--- config.mk ---
export PLATFORM = sky130hd
export DESIGN_NAME = amiga_bus_decode_flat
export DESIGN_NICKNAME = d
export VERILOG_FILES = /design/src/rtl/amiga_bus_pkg.sv /design/src/rtl/amiga_bus_decode_if.sv /design/src/rtl/amiga_wait_counter.sv /design/src/rtl/amiga_bus_decode.sv /design/src/flat_wrapper.sv
export SDC_FILE = /design/constraint.sdc
export NUM_CORES = 1
export LEC_CHECK = 0
export ABC_AREA = 1
export CAP_MARGIN = 20
export CORE_MARGIN = 1.5
export CORE_UTILIZATION = 51
export CTS_BUF_LIST = sky130_fd_sc_hd__clkbuf_8
export CTS_CLUSTER_SIZE = 30
export DETAILED_ROUTE_END_ITERATION = 6
export HOLD_SLACK_MARGIN = 0.02
export PLACE_DENSITY = 0.87
export SETUP_SLACK_MARGIN = 0.2
export SLEW_MARGIN = 20
export SYNTH_ARGS = -nofsm -noshare
export SYNTH_HDL_FRONTEND = slang
export SYNTH_SLANG_ARGS = --single-unit
--- constraint.sdc ---
create_clock -name CLK -period 1.27 [get_ports CLK]
set_input_delay 0.127 -clock CLK [delete_from_list [all_inputs] [get_ports CLK]]
set_output_delay 0.127 -clock CLK [all_outputs]
set_load 0.05 [all_outputs]
--- src/rtl/amiga_bus_pkg.sv ---
// Shared region codes, FSM states and memory-map lookup for the Amiga bus decoder.
package amiga_bus_pkg;

  localparam int ADDR_W_MAX = 8;
  localparam int MAP_W_MAX  = 3 * (2 ** ADDR_W_MAX);
  localparam int IDX_W      = $clog2(MAP_W_MAX);

  localparam logic [2:0] NONE    = 3'd0;
  localparam logic [2:0] ROM     = 3'd1;
  localparam logic [2:0] CHIP    = 3'd2;
  localparam logic [2:0] REG     = 3'd3;
  localparam logic [2:0] EXT     = 3'd4;
  localparam logic [2:0] AUTOVEC = 3'd5;

  typedef enum logic [2:0] {
    S_IDLE,
    S_OVR,
    S_ARB,
    S_ACCESS,
    S_WAIT,
    S_ACK,
    S_HOLD,
    S_BERR
  } state_e;

  // Map and address arrive zero-extended to the widest supported decode.
  function automatic logic [2:0] region_of(input logic [MAP_W_MAX-1:0]  map,
                                           input logic [ADDR_W_MAX-1:0] addr,
                                           input logic                  ovl);
    logic [IDX_W-1:0] idx;
    logic [2:0]       code;
    idx  = IDX_W'(addr) * IDX_W'(3);
    code = map[idx +: 3];
    if (ovl && addr == '0) code = ROM;
    if (code > AUTOVEC)    code = NONE;
    return code;
  endfunction

endpackage

--- src/rtl/amiga_bus_decode_if.sv ---
// 68000-side bus and chip-select signals of the decoder, all active low except A/OVL/XRDY/SLOT.
interface amiga_bus_decode_if #(
  parameter int ADDR_W = 3
);
  logic              _AS;
  logic [ADDR_W-1:0] A;
  logic              OVL;
  logic              _OVR;
  logic              XRDY;
  logic              _DBR;
  logic              SLOT;
  logic              _ROME;
  logic              _RE;
  logic              _RGAE;
  logic              _BLS;
  logic              _DAE;
  logic              _DTACK;
  logic              _VPA;
  logic              _BERR;

  modport slave (
    input  _AS, A, OVL, _OVR, XRDY, _DBR, SLOT,
    output _ROME, _RE, _RGAE, _BLS, _DAE, _DTACK, _VPA, _BERR
  );

  modport master (
    output _AS, A, OVL, _OVR, XRDY, _DBR, SLOT,
    input  _ROME, _RE, _RGAE, _BLS, _DAE, _DTACK, _VPA, _BERR
  );
endinterface

--- src/rtl/amiga_wait_counter.sv ---
// Loadable down-counter that sticks at zero; used for wait states and bus-error timeout.
module amiga_wait_counter #(
  parameter int W = 2
) (
  input  logic         clk_i,
  input  logic         rst_i,
  input  logic         load_i,
  input  logic [W-1:0] val_i,
  input  logic         dec_i,
  output logic         zero_o
);
  logic [W-1:0] cnt_q;

  always_ff @(posedge clk_i) begin
    if (rst_i)                       cnt_q <= '0;
    else if (load_i)                 cnt_q <= val_i;
    else if (dec_i && cnt_q != '0)   cnt_q <= cnt_q - W'(1);
  end

  assign zero_o = (cnt_q == '0);
endmodule

--- src/rtl/amiga_bus_decode.sv ---
// Synchronous Amiga address decoder: map lookup, chip-bus arbitration, wait states,
// and _DTACK/_VPA/_BERR generation from a per-access FSM.
module amiga_bus_decode
  import amiga_bus_pkg::*;
#(
  parameter int                        ADDR_W      = 3,
  parameter logic [3*(2**ADDR_W)-1:0]  MAP         = 24'h2E8122,
  parameter int                        ROM_WAIT    = 2,
  parameter int                        CHIP_CYCLES = 2,
  parameter int                        TIMEOUT     = 64
) (
  input  logic               CLK,
  input  logic               RESET,
  amiga_bus_decode_if.slave  bus
);
  localparam int WAIT_MAX = (ROM_WAIT > CHIP_CYCLES) ? ROM_WAIT : CHIP_CYCLES;
  localparam int WCNT_W   = (WAIT_MAX < 1) ? 1 : $clog2(WAIT_MAX + 1);
  localparam int TCNT_W   = (TIMEOUT < 1) ? 1 : $clog2(TIMEOUT + 1);

  state_e      state_q;
  logic [2:0]  region_q;
  logic        rome_q, re_q, rgae_q, bls_q, dae_q, dtack_q, vpa_q, berr_q;

  logic [2:0]        region;
  logic              w_load, w_dec, w_zero;
  logic [WCNT_W-1:0] w_val;
  logic              t_load, t_dec, t_zero;

  assign region = region_of(MAP_W_MAX'(MAP), ADDR_W_MAX'(bus.A), bus.OVL);

  // Counters reload every idle/arbitration clock, so the value is correct on the leaving edge.
  assign w_load = (state_q == S_IDLE) || (state_q == S_ARB);
  assign w_val  = (state_q == S_IDLE) ? WCNT_W'(ROM_WAIT) : WCNT_W'(CHIP_CYCLES);
  assign w_dec  = (state_q == S_ACCESS);
  assign t_load = (state_q == S_IDLE);
  assign t_dec  = (state_q == S_ARB) || (state_q == S_ACCESS) || (state_q == S_WAIT);

  amiga_wait_counter #(.W(WCNT_W)) u_wait (
    .clk_i  (CLK),
    .rst_i  (RESET),
    .load_i (w_load),
    .val_i  (w_val),
    .dec_i  (w_dec),
    .zero_o (w_zero)
  );

  // Loaded one short so _BERR lands exactly TIMEOUT edges after the access starts.
  amiga_wait_counter #(.W(TCNT_W)) u_timeout (
    .clk_i  (CLK),
    .rst_i  (RESET),
    .load_i (t_load),
    .val_i  (TCNT_W'(TIMEOUT - 1)),
    .dec_i  (t_dec),
    .zero_o (t_zero)
  );

  always_ff @(posedge CLK) begin
    if (RESET) begin
      state_q  <= S_IDLE;
      region_q <= NONE;
      {rome_q, re_q, rgae_q, bls_q, dtack_q, vpa_q, berr_q} <= '1;
      dae_q    <= 1'b1;
    end else begin
      dae_q <= bus._DBR;
      if (state_q == S_IDLE) begin
        if (!bus._AS) begin
          if (!bus._OVR) begin
            state_q <= S_OVR;
          end else begin
            region_q <= region;
            case (region)
              CHIP, REG: state_q <= S_ARB;
              ROM: begin
                state_q <= S_ACCESS;
                rome_q  <= 1'b0;
              end
              AUTOVEC: begin
                state_q <= S_HOLD;
                vpa_q   <= 1'b0;
              end
              default: state_q <= S_WAIT;
            endcase
          end
        end
      end else if (bus._AS) begin
        state_q <= S_IDLE;
        {rome_q, re_q, rgae_q, bls_q, dtack_q, vpa_q, berr_q} <= '1;
      end else if (t_dec && t_zero) begin
        state_q <= S_BERR;
        {rome_q, re_q, rgae_q, bls_q, dtack_q, vpa_q, berr_q} <= 7'b1111110;
      end else begin
        case (state_q)
          S_ARB: begin
            if (bus.SLOT && bus._DBR) begin
              state_q <= S_ACCESS;
              re_q    <= (region_q != CHIP);
              rgae_q  <= (region_q != REG);
              bls_q   <= 1'b0;
            end
          end
          S_ACCESS: begin
            if (w_zero && (region_q != ROM || bus.XRDY)) begin
              state_q <= S_ACK;
              dtack_q <= 1'b0;
            end
          end
          S_WAIT: begin
            if (region_q == EXT && bus.XRDY) begin
              state_q <= S_ACK;
              dtack_q <= 1'b0;
            end
          end
          default: state_q <= state_q;
        endcase
      end
    end
  end

  assign bus._ROME  = rome_q;
  assign bus._RE    = re_q;
  assign bus._RGAE  = rgae_q;
  assign bus._BLS   = bls_q;
  assign bus._DAE   = dae_q;
  assign bus._DTACK = dtack_q;
  assign bus._VPA   = vpa_q;
  assign bus._BERR  = berr_q;
endmodule

--- src/flat_wrapper.sv ---
// flat-port wrapper written by rule: the top's interface ports become plain ports
module amiga_bus_decode_flat import amiga_bus_pkg::*;
#(
  parameter int                        ADDR_W      = 3,
  parameter logic [3*(2**ADDR_W)-1:0]  MAP         = 24'h2E8122,
  parameter int                        ROM_WAIT    = 2,
  parameter int                        CHIP_CYCLES = 2,
  parameter int                        TIMEOUT     = 64
)
  (CLK, RESET, bus__AS, bus_A, bus_OVL, bus__OVR, bus_XRDY, bus__DBR, bus_SLOT, bus__ROME, bus__RE, bus__RGAE, bus__BLS, bus__DAE, bus__DTACK, bus__VPA, bus__BERR);
  amiga_bus_decode_if #(.ADDR_W(ADDR_W)) bus_i ();
  input  logic CLK;
  input  logic RESET;
  input wire logic [$bits(bus_i._AS)-1:0] bus__AS;
  input wire logic [$bits(bus_i.A)-1:0] bus_A;
  input wire logic [$bits(bus_i.OVL)-1:0] bus_OVL;
  input wire logic [$bits(bus_i._OVR)-1:0] bus__OVR;
  input wire logic [$bits(bus_i.XRDY)-1:0] bus_XRDY;
  input wire logic [$bits(bus_i._DBR)-1:0] bus__DBR;
  input wire logic [$bits(bus_i.SLOT)-1:0] bus_SLOT;
  output wire logic [$bits(bus_i._ROME)-1:0] bus__ROME;
  output wire logic [$bits(bus_i._RE)-1:0] bus__RE;
  output wire logic [$bits(bus_i._RGAE)-1:0] bus__RGAE;
  output wire logic [$bits(bus_i._BLS)-1:0] bus__BLS;
  output wire logic [$bits(bus_i._DAE)-1:0] bus__DAE;
  output wire logic [$bits(bus_i._DTACK)-1:0] bus__DTACK;
  output wire logic [$bits(bus_i._VPA)-1:0] bus__VPA;
  output wire logic [$bits(bus_i._BERR)-1:0] bus__BERR;
  assign bus_i._AS = bus__AS;
  assign bus_i.A = bus_A;
  assign bus_i.OVL = bus_OVL;
  assign bus_i._OVR = bus__OVR;
  assign bus_i.XRDY = bus_XRDY;
  assign bus_i._DBR = bus__DBR;
  assign bus_i.SLOT = bus_SLOT;
  assign bus__ROME = bus_i._ROME;
  assign bus__RE = bus_i._RE;
  assign bus__RGAE = bus_i._RGAE;
  assign bus__BLS = bus_i._BLS;
  assign bus__DAE = bus_i._DAE;
  assign bus__DTACK = bus_i._DTACK;
  assign bus__VPA = bus_i._VPA;
  assign bus__BERR = bus_i._BERR;
  amiga_bus_decode #(.ADDR_W(ADDR_W), .MAP(MAP), .ROM_WAIT(ROM_WAIT), .CHIP_CYCLES(CHIP_CYCLES), .TIMEOUT(TIMEOUT)) u_core (.CLK(CLK), .RESET(RESET), .bus(bus_i));
endmodule
---- Word-level counts from Yosys, hierarchy flattened ----
Index checks and enable logic that the tools add are counted.
storage, ports and cells
  output and inout port bits .............. 8
  latch bits .............................. 0
  memories kept ........................... 0
  bits in registers ....................... 23
  RAM bits ................................ 0
  ROM bits ................................ 0
cells by class
  divide/modulo/power cells ............... 0
  $add $sub $neg .......................... 2
  bitwise logic cells ..................... 2
  shift operators ......................... 1
  order comparisons ....................... 1
  mux-type cells .......................... 45
  $mul .................................... 1
  reductions and logical operators ........ 35
  equality and inequality tests ........... 20
operators by type and width
  kind                                                        number
  indexed part select 768 x 6 -> 3 bit, first input constant  1
  2-to-1 mux 3 bit                                            10
  2-to-1 mux 1 bit                                            28
  case mux 3 bit (3 select lines)                             2
  == test 3 x 2 -> 1 bit, second input constant               4
  2-to-1 mux 6 bit                                            2
  AND reduction 4 bit                                         3
  != test 5 x 4 -> 1 bit, second input constant               2
  == test 3 bit, second input constant                        3
  nonzero test 3 bit                                          3
  != test 2 bit, second input constant                        4
  nonzero test 2 bit                                          4
  logical AND 1 bit                                           7
  zero test 7 bit                                             1
  nonzero test 7 bit                                          1
  subtractor 7 x 1 -> 7 bit, second input constant            1
  zero test 3 bit                                             2
  != test 3 x 2 -> 1 bit, second input constant               2
  AND reduction 3 bit                                         2
  nonzero test 6 bit                                          1
  OR reduction 2 bit                                          3
  multiplier 3 x 2 -> 5 bit, second input constant            1
  != test 5 x 2 -> 1 bit, second input constant               1
  AND reduction 5 bit                                         1
  other kinds (13)                                            18

---- Longest topological paths before layout ----
Gate-level depths: netlist (run 1).
  word-level depth ........................ 11
  mapped depth ............................ 13

---- Cells and area by module ----
Synthesis (run 1) repeated with hierarchy kept, for this count alone.
unflattened totals
  cell total of the unflattened synthesis .. 266
  area total of the unflattened synthesis .. 1,605.3 sq um
modules (own cells, without submodules)
  module                                 cells each  seq. area each (sq um)  times used  area an instance (sq um)
  amiga_bus_decode                       149         280.3                   1           934.6
  amiga_wait_counter (u_core.u_timeout)  92          140.1                   1           530.5
  amiga_wait_counter (u_core.u_wait)     25          40.0                    1           140.1

---- Worst setup path after synthesis (run 1) ----
Ideal clock, no wire load.
  path type ............................... input port to flip-flop
  start ................................... input port bus_A[0]
  end ..................................... register u_core.state_q[1]
  path slack .............................. -96 ps
  arrival time ............................ 1,302 ps
  data required time ...................... 1,206 ps
  setup time .............................. 64 ps
  buffers on the path ..................... 0
  cell stages on the path ................. 12
  cell sequence ........................... inv_1 ha_1 or2_2 nand3_1 nand2_1 nand2_1 nand2_1 nand2_1 inv_1 nand2_1 nand2_1 nor2_1
between the ends
  word-level cells in the longest chain between the ends .. 11
  elaborated cells on any way between the ends .. 16
RTL lines
  what                                                                              RTL line                                  RTL
  start: declaration                                                                flat_wrapper.sv:15                        input wire logic [$bits(bus_i.A)-1:0] bus_A;
  multiplier 3 x 2 -> 5 bit / zero test 3 bit (equally long branches)               amiga_bus_pkg.sv:32, amiga_bus_pkg.sv:34
  indexed part select 768 x 6 -> 3 bit / logical AND 1 bit (equally long branches)  amiga_bus_pkg.sv:33, amiga_bus_pkg.sv:34
  2-to-1 mux 3 bit (*)                                                              amiga_bus_pkg.sv:34                       if (ovl && addr == '0) code = ROM;
  > comparator 3 bit                                                                amiga_bus_pkg.sv:35                       if (code > AUTOVEC) code = NONE;
  2-to-1 mux 3 bit (*)                                                              amiga_bus_pkg.sv:35
  == test 3 x 2 -> 1 bit                                                            amiga_bus_decode.sv:71                    case (region)
  OR reduction 2 bit                                                                amiga_bus_decode.sv:71
  case mux 3 bit (3 select lines) (*)                                               amiga_bus_decode.sv:71
  2-to-1 mux 3 bit (*)                                                              amiga_bus_decode.sv:67                    if (!bus._OVR) begin
  2-to-1 mux 3 bit (*)                                                              amiga_bus_decode.sv:66                    if (!bus._AS) begin
  2-to-1 mux 3 bit (*)                                                              amiga_bus_decode.sv:65                    if (state_q == S_IDLE) begin
  end signal: assignment                                                            amiga_bus_decode.sv:113                   default: state_q <= state_q;
  end: declaration                                                                  amiga_bus_decode.sv:20                    state_e state_q;
Every way passes the cells marked *; elsewhere a longest branch is shown, timed or not. The select of a mux whose other input is x is not followed.
A chain may end at the register's enable or synchronous reset.

---- Worst setup path in the final report (run 1) ----
  start ................................... register u_core.u_timeout.cnt_q[0]
  end ..................................... register u_core.state_q[1]
between the ends
  word-level cells in the longest chain between the ends .. 5
  elaborated cells on any way between the ends .. 10
RTL lines
  what                                                                            RTL line                  RTL
  start: declaration                                                              amiga_wait_counter.sv:12  logic [W-1:0] cnt_q;
  start signal: assignment                                                        amiga_wait_counter.sv:16  else if (load_i) cnt_q <= val_i;
  start signal: assignment                                                        amiga_wait_counter.sv:17  else if (dec_i && cnt_q != '0) cnt_q <= cnt_q - W'(1);
  zero test 7 bit (*)                                                             amiga_wait_counter.sv:20  assign zero_o = (cnt_q == '0);
  logical AND 1 bit (*)                                                           amiga_bus_decode.sv:88    end else if (t_dec && t_zero) begin
  parallel branches: the longest is 3 deep, another holds != test 5 x 4 -> 1 bit  -
Mark *: on every way between the ends.

==> results of run 1 <==
-- registers in the layout, summed over array words and instances (netlist names) --
name	count
u_core.bus._BERR	1
u_core.bus._BLS	1
u_core.state_q	3
u_core.bus._ROME	1
u_core.bus._RE	1
u_core.region_q	3
u_core.u_timeout.cnt_q	7
u_core.bus._DTACK	1
u_core.bus._RGAE	1
u_core.bus._VPA	1
u_core.u_wait.cnt_q	2
u_core.bus._DAE	1
-- how the worst max path moves through the flow --
stage	slack, ps	cells past startpoint	end	from
4_1_cts	-120	11	u_core.state_q[1]$_SDFFE_PP0P_	u_core.u_timeout.cnt_q[0]$_SDFFE_PP0P_
3_3_place_gp	-520	13	u_core.state_q[1]$_SDFFE_PP0P_	bus_A[0]
2_1_floorplan	-20	11	u_core.state_q[0]$_SDFFE_PP0P_	u_core.u_timeout.cnt_q[0]$_SDFFE_PP0P_
5_1_grt	-470	12	u_core.state_q[1]$_SDFFE_PP0P_	u_core.u_timeout.cnt_q[0]$_SDFFE_PP0P_
6_report	-360	12	u_core.state_q[1]$_SDFFE_PP0P_	u_core.u_timeout.cnt_q[0]$_SDFFE_PP0P_
3_5_place_dp	-550	12	u_core.state_q[2]$_SDFFE_PP0P_	bus_A[0]
-- area by class of cell --
| type | instances | share of cell area |
|---|---|---|
| multi-input cells | 155 | 0.4382 |
| repair buffers | 65 | 0.2683 |
| flip-flops and latches | 23 | 0.1997 |
| inverters | 33 | 0.05870 |
| clock buffers | 3 | 0.01730 |
| well taps | 30 | 0.01572 |
| clock inverters | 1 | 0.002096 |
-- per-stage QoR --
| stage | setup TNS [ps] | hold slack, ps | std cells | util |
|---|---|---|---|---|
| 2_1_floorplan | -63.77 | 233.6 | 212 | - |
| 3_3_place_gp | -4628 | 464.9 | 295 | 0.8036 |
| 3_5_place_dp | -5335 | 474.7 | 295 | 0.8036 |
| 4_1_cts | -1175 | 487.8 | 302 | 0.8775 |
| 5_1_grt | -6374 | 526.6 | 310 | 0.9464 |
| 6_report | -4725 | 511.2 | 310 | 0.9464 |
-- critical path, cell delays in order (launching register included) --
cell	delay [ps]
dfxtp_2	360
inv_2	60
ha_4	160
nand2_4	80
nor2_4	40
nand2_4	100
inv_1	50
o21ai_0	270
nand2_1	130
inv_1	80
nand2_1	60
nand2_1	80
nor2_1	40
-- Yosys cell counts --
master / n
a211oi_1: 1
a21oi_1: 11
a31oi_1: 1
clkbuf_1: 1
clkinv_1: 1
dfxtp_1: 23
ha_1: 7
inv_1: 31
inv_2: 1
mux2_2: 1
nand2_1: 59
nand2_2: 5
nand2_4: 1
nand3_1: 13
nand3_2: 2
nand4_1: 3
nor2_1: 23
nor2_2: 2
nor2_4: 2
nor3_1: 2
o211ai_1: 3
o21ai_0: 12
o21ai_1: 2
or2_1: 1
or2_2: 2
xor2_1: 2
-- layer usage --
metal | routed length (um) | vias to the layer above
met3 | 760 | 62
met4 | 507 | 0
met2 | 3083 | 195
met5 | 0 | -
met1 | 2182 | 901
li1 | - | 813
-- power groups by stage --
| stage | Clock, uW | Sequential [uW] | Combinational [uW] |
|---|---|---|---|
| detailed placement | 0 | 1200 | 2760 |
| global placement | 0 | 1190 | 2690 |
| global route | 542 | 1320 | 4120 |
| finish | 509 | 1310 | 3950 |
| CTS | 471 | 1210 | 3180 |
| floorplan | 0 | 1430 | 1360 |
-- what timing repair did --
action	in CTS	in global routing
gates resized for setup	40	34
buffers inserted	3	8
hold buffers	0	0
hold endpoints to repair	0	0
pin swaps	16	17
endpoints found under the setup margin	22	22
-- cells by family after synthesis --
family | Yosys count | synth area share
compound gates | 30 | 0.1166
simple gates | 115 | 0.3743
mux | 1 | 0.008137
buf+inv | 34 | 0.09222
fa+ha+maj | 7 | 0.06329
xor+xnor | 2 | 0.01266
flops | 23 | 0.3327
==> flow_metrics.py, run 1 <==
metrics = {
    "run_status": {
        "status": "finished with violations",
        "violations": "negative setup slack",
    },
    "timing": {
        "min_period_over_period": 1.283,
        "setup_ws_ps": -358.9,
        "setup-violations-final": 21,
        "max_clock_freq_mhz": 613.9,
        "slew_viol_final": 0,
        "layout_min_cycle_time_ps": 1629,
        "skew_ps": 4.906,
        "grt_setup_unrepaired": "true",
        "hold_violations": 0,
        "worst_pin_slew_ps": 366.0,
        "relSlewSlack": 0.7552,
    },
    "worst_setup_path": {
        "ff2ff_setup_slack_ps": -360,
        "crit_arrival_ps": 1810,
        "worstPathMaxFanout": 7,
        "timing.rr.end": "u_core.state_q[1]$_SDFFE_PP0P_",
        "reg2reg_depth": 12,
        "worstSetupEndpointType": "flip-flop",
        "start_kind": "flip-flop",
        "timing.rr.start": "u_core.u_timeout.cnt_q[0]$_SDFFE_PP0P_",
        "required_ps": 1450,
        "crit_type": "flip-flop to flip-flop",
    },
    "floorplan": {
        "die_w_um": 55.09,
        "die_h_um": 55.09,
        "start_util": 0.5486,
        "rows": 18,
        "die_area_um2": 3035,
        "core-area_um2": 2522,
        "io_pins": 19,
    },
    "global_route": {
        "grt_pass1_vias": 1569,
        "grt.overflow.total": 0,
        "gr-usage-met1": 0.3558,
        "grt_usage": 0.3118,
        "grt_max_degree": 14,
        "busiest_layer": "met2",
        "met2_usage": 0.5476,
        "antenna_found_initial": 0,
        "grt_util_met3": 0.04032,
        "grt_pass1_wl_mm": 6.596,
    },
    "placement": {
        "port_buffers": 18,
        "gp_congestion": 0.9363,
        "hpwl_mm": 2.779,
        "post-place-ws_ps": -551.1,
        "placed_area_um2": 2027,
    },
    "synth": {
        "syn_nets": 230,
        "syn_inst": 212,
        "synth_seq_area_share": 0.3327,
        "yosysTopAreaCell": "dfxtp_1",
        "netlist_area_um2": 1384,
        "yosysWarningCount": 0,
        "synth_cell_type_count": 26,
        "synth_area_per_cell_um2": 6.527,
        "yosysTopAreaCellShare": 0.3327,
        "synthTopCellsByArea": "dfxtp_1, nand2_1, inv_1",
        "synth_seq_cells": 23,
    },
    "detailed_routing": {
        "vias": 1971,
        "drc": 0,
        "routed_wirelength_mm": 6.533,
        "wl_per_cell_um": 21.07,
        "antenna_left": 0,
        "drtPass1Iterations": 5,
        "drt_iter0_markers": 159,
        "vias_per_cell": 6.358,
    },
    "clocking": {
        "cts-root-buf": "clkbuf_8",
        "htreeDepth": 1,
        "clock_latency_ps": 280,
        "cts_tree": "built",
        "clk_path_buf_depth": 2,
        "clk_pin_slew_ps": 100,
        "cts_buffers": 3,
        "clkSinkCount": 23,
    },
    "power_and_ir_drop": {
        "intPower_uw": 2881,
        "vdd_ir_drop_max_mv": 2.198,
        "p_comb_frac": 0.684,
        "power.switching_uw": 2886,
        "p_seq_frac": 0.228,
        "finalPower_uw": 5766,
        "pwr-share-clk": 0.088,
        "cellPowerDensity_nw_per_um2": 2415,
        "switching_share": 0.5004,
        "p_leak_uw": 0.001173,
    },
    "layout": {
        "ff_latch_area_um2": 476.7,
        "num-fill-cells": 70,
        "mostFrequentLayoutCell": "nand2_1",
        "final_area_um2": 2387,
        "drive_gt1_frac": 0.4607,
        "layout_common_cells": "nand2_1, buf_4, inv_1, dfxtp_1, nor2_1",
        "antennaDiodeCount": 0,
        "multi_input_comb_area_um2": 1046,
        "area_growth_pct": 72.51,
        "nets": 299,
    },
    "hold_path": {
        "hold_class": "flip-flop to flip-flop",
        "min_path_cells": 2,
        "hold_path_end": "u_core.bus._ROME$_SDFFE_PP1P_",
        "hold_path.startpoint": "u_core.bus._ROME$_SDFFE_PP1P_",
    },
    "flow_run": {
        "drv_cap": 0,
    },
}
(Power assumes the default switching activity.)
==> run 2, diff against run 1 <==
--- a/config.mk
+++ b/config.mk
@@ -12,7 +12,7 @@
 export CTS_BUF_LIST = sky130_fd_sc_hd__clkbuf_8
 export CTS_CLUSTER_SIZE = 30
 export DETAILED_ROUTE_END_ITERATION = 6
-export HOLD_SLACK_MARGIN = 0.02
+export HOLD_SLACK_MARGIN = 0.15
 export PLACE_DENSITY = 0.87
 export SETUP_SLACK_MARGIN = 0.2
 export SLEW_MARGIN = 20
==> results of run 2 <==
Same layout as run 1: the final DEF is identical, and so are final timing and power.
==> run 3, diff against run 2 <==
--- a/config.mk
+++ b/config.mk
@@ -15,6 +15,7 @@
 export HOLD_SLACK_MARGIN = 0.15
 export PLACE_DENSITY = 0.87
 export SETUP_SLACK_MARGIN = 0.2
+export SKIP_LAST_GASP = 1
 export SLEW_MARGIN = 20
 export SYNTH_ARGS = -nofsm -noshare
 export SYNTH_HDL_FRONTEND = slang
==> run 3 against run 2 <==
Net effect: the flow still finishes with violations (negative setup slack); via count fell by 8.1%; combinational power shrank 5.8%; total power down 5.7%; cell count fell by 0.65%; die area stayed put; clock skew is 1.8 ps lower; core utilization is 3.6 points lower; critical path type unchanged; critical endpoint is now u_core.u_timeout.cnt_q[5]$_SDFFE_PP0P_.
==> flow_metrics.py, run 3 (synthesis gave the netlist of run 1 again) <==
metrics = {
    "detailed_routing": {
        "routed_wirelength_mm": 5.260,
        "vias_per_cell": 5.883,
        "drc": 0,
        "met1Wirelength_mm": 1.944,
        "drt_iter0_markers": 146,
        "drtPass1Iterations": 6,
        "wl_met3_um": 439,
        "antenna_left": 0,
        "wl_per_cell_um": 17.08,
        "wl_met2_mm": 2.610,
        "vias": 1812,
        "topRoutingLayerUsed": "met4",
    },
    "layout": {
        "layout_common_cells": "nand2_1, buf_4, inv_1, nor2_1, dfxtp_1",
        "antennaDiodeCount": 0,
        "area_growth_pct": 66.00,
        "top_register": "u_core.u_timeout.cnt_q",
        "top_regs": "u_core.u_timeout.cnt_q x7, u_core.region_q x3, u_core.state_q x3",
        "mostFrequentLayoutCell": "nand2_1",
        "nets": 297,
        "drive_gt1_frac": 0.4137,
        "largest_reg_flops": 7,
    },
    "clocking": {
        "clk_pin_slew_ps": 90,
        "clkSinkCount": 23,
        "cts_buffers": 3,
        "ctsHoldBuffers": 0,
        "htreeDepth": 1,
        "clock_latency_ps": 270,
        "clk_path_buf_depth": 2,
        "cts_tree": "built",
        "cts-root-buf": "clkbuf_8",
    },
    "global_route": {
        "grt.overflow.total": 0,
        "grt_pass1_vias": 1609,
        "grt_max_degree": 14,
        "grt_pass1_wl_mm": 6.920,
        "grt_usage": 0.3270,
        "antenna_found_initial": 0,
    },
    "timing": {
        "setup-violations-final": 20,
        "holdWs_ps": 486.9,
        "fin_tns_setup_ps": -2887,
        "skew_ps": 3.112,
        "relSlewSlack": 0.7537,
        "slew_viol_final": 0,
        "grt_setup_unrepaired": "true",
        "setup_ws_ps": -269.1,
        "layout_min_cycle_time_ps": 1539,
        "max_clock_freq_mhz": 649.7,
        "worst_pin_slew_ps": 369.0,
        "hold_violations": 0,
        "min_period_over_period": 1.212,
    },
    "worst_setup_path": {
        "worstPathMaxFanout": 6,
        "worstSetupStartpoint": "u_core.u_timeout.cnt_q[0]$_SDFFE_PP0P_",
        "crit_arrival_ps": 1690,
        "reg2reg_depth": 10,
        "timing.rr.end": "u_core.u_timeout.cnt_q[5]$_SDFFE_PP0P_",
        "timing.rr.start": "u_core.u_timeout.cnt_q[0]$_SDFFE_PP0P_",
        "start_kind": "flip-flop",
        "cpMaxStageDelayCell": "dfxtp_2",
        "ff2ff_setup_slack_ps": -270,
        "endpoint": "u_core.u_timeout.cnt_q[5]$_SDFFE_PP0P_",
        "required_ps": 1420,
        "cp_slowest_stage_delay_ps": 340,
        "cp_common_cell": "nor2_4",
        "crit_type": "flip-flop to flip-flop",
        "worstSetupEndpointType": "flip-flop",
        "path_cells": "inv_2 > ha_4 > nand2_4 > nor2_4 > buf_4 > inv_4 > nand2_8 > nor2_4 > a31oi_1 > a21oi_1",
    },
    "flow_run": {
        "drv_cap": 0,
    },
    "floorplan": {
        "rows": 18,
        "io_pins": 19,
        "die_h_um": 55.09,
        "die_w_um": 55.09,
        "core-area_um2": 2522,
        "start_util": 0.5486,
        "die_area_um2": 3035,
    },
    "run_status": {
        "status": "finished with violations",
        "violations": "negative setup slack",
    },
    "placement": {
        "gp_congestion": 0.9363,
        "port_buffers": 18,
        "post-place-ws_ps": -551.1,
        "hpwl_mm": 2.779,
    },
    "hold_path": {
        "hold_class": "flip-flop to flip-flop",
    },
    "power_and_ir_drop": {
        "cellPowerDensity_nw_per_um2": 2368,
        "p_leak_uw": 0.001129,
        "finalPower_uw": 5440,
        "vdd_ir_drop_max_mv": 2.023,
    },
}
==> run 3: critical path: cells and delay by family, from the launching register on <==
family | cells | cell delay (ps)
compound gates | 2 | 380
simple gates | 4 | 300
flops | 1 | 340
buf+inv | 3 | 240
fa+ha+maj | 1 | 140
==> run 3: layout make-up <==
cell class | instances | area [um^2]
Timing Repair Buffer | 63 | 610.6
Tap cell | 30 | 37.54
Clock buffer | 3 | 41.29
Sequential cell | 23 | 470.5
Multi-Input combinational cell | 155 | 998.5
Fill cell | 102 | 225.2
Clock inverter | 1 | 5.005
Inverter | 33 | 133.9
==> run 3: metal layers <==
| metal | track usage | vias up |
|---|---|---|
| met5 | 0 | - |
| met4 | 0.1951 | 0 |
| met3 | 0.04570 | 40 |
| met2 | 0.5913 | 133 |
| met1 | 0.3591 | 825 |
| li1 | - | 814 |
==> run 3: timing repair <==
item,CTS,global route
buffers inserted,3,6
gates cloned,0,0
resized for setup,37,14
setup endpoints to repair,22,22
pin swaps,16,13
==> run 3: per-stage QoR <==
stage,cells,utilization,cell area (um^2)
6_report,308,0.9107,2297
5_1_grt,308,0.9107,2297
4_1_cts,302,0.8735,2203
3_5_place_dp,295,0.8036,2027
3_3_place_gp,295,0.8036,2027
2_1_floorplan,212,-,1463
==> run 3: where the power goes <==
| group | internal [uW] | total, uW | leakage, uW | switching [uW] |
|---|---|---|---|---|
| clock | 220 | 484 | 0.0000255 | 264 |
| combinational | 1620 | 3720 | 0.000911 | 2090 |
| sequential | 983 | 1240 | 0.000192 | 257 |
==> run 3: worst min path at each step <==
stage | start | end | slack [ps] | cells past startpoint
after global routing | u_core.bus._VPA$_SDFFE_PP1P_ | u_core.bus._VPA$_SDFFE_PP1P_ | 520 | 2
after floorplan | bus__DBR | u_core.bus._DAE$_SDFF_PP1_ | 230 | 1
after global placement | u_core.u_timeout.cnt_q[6]$_SDFFE_PP0P_ | u_core.u_timeout.cnt_q[6]$_SDFFE_PP0P_ | 460 | 2
after CTS | u_core.bus._ROME$_SDFFE_PP1P_ | u_core.bus._ROME$_SDFFE_PP1P_ | 490 | 2
after detailed placement | u_core.bus._ROME$_SDFFE_PP1P_ | u_core.bus._ROME$_SDFFE_PP1P_ | 470 | 2
final | u_core.bus._ROME$_SDFFE_PP1P_ | u_core.bus._ROME$_SDFFE_PP1P_ | 490 | 2
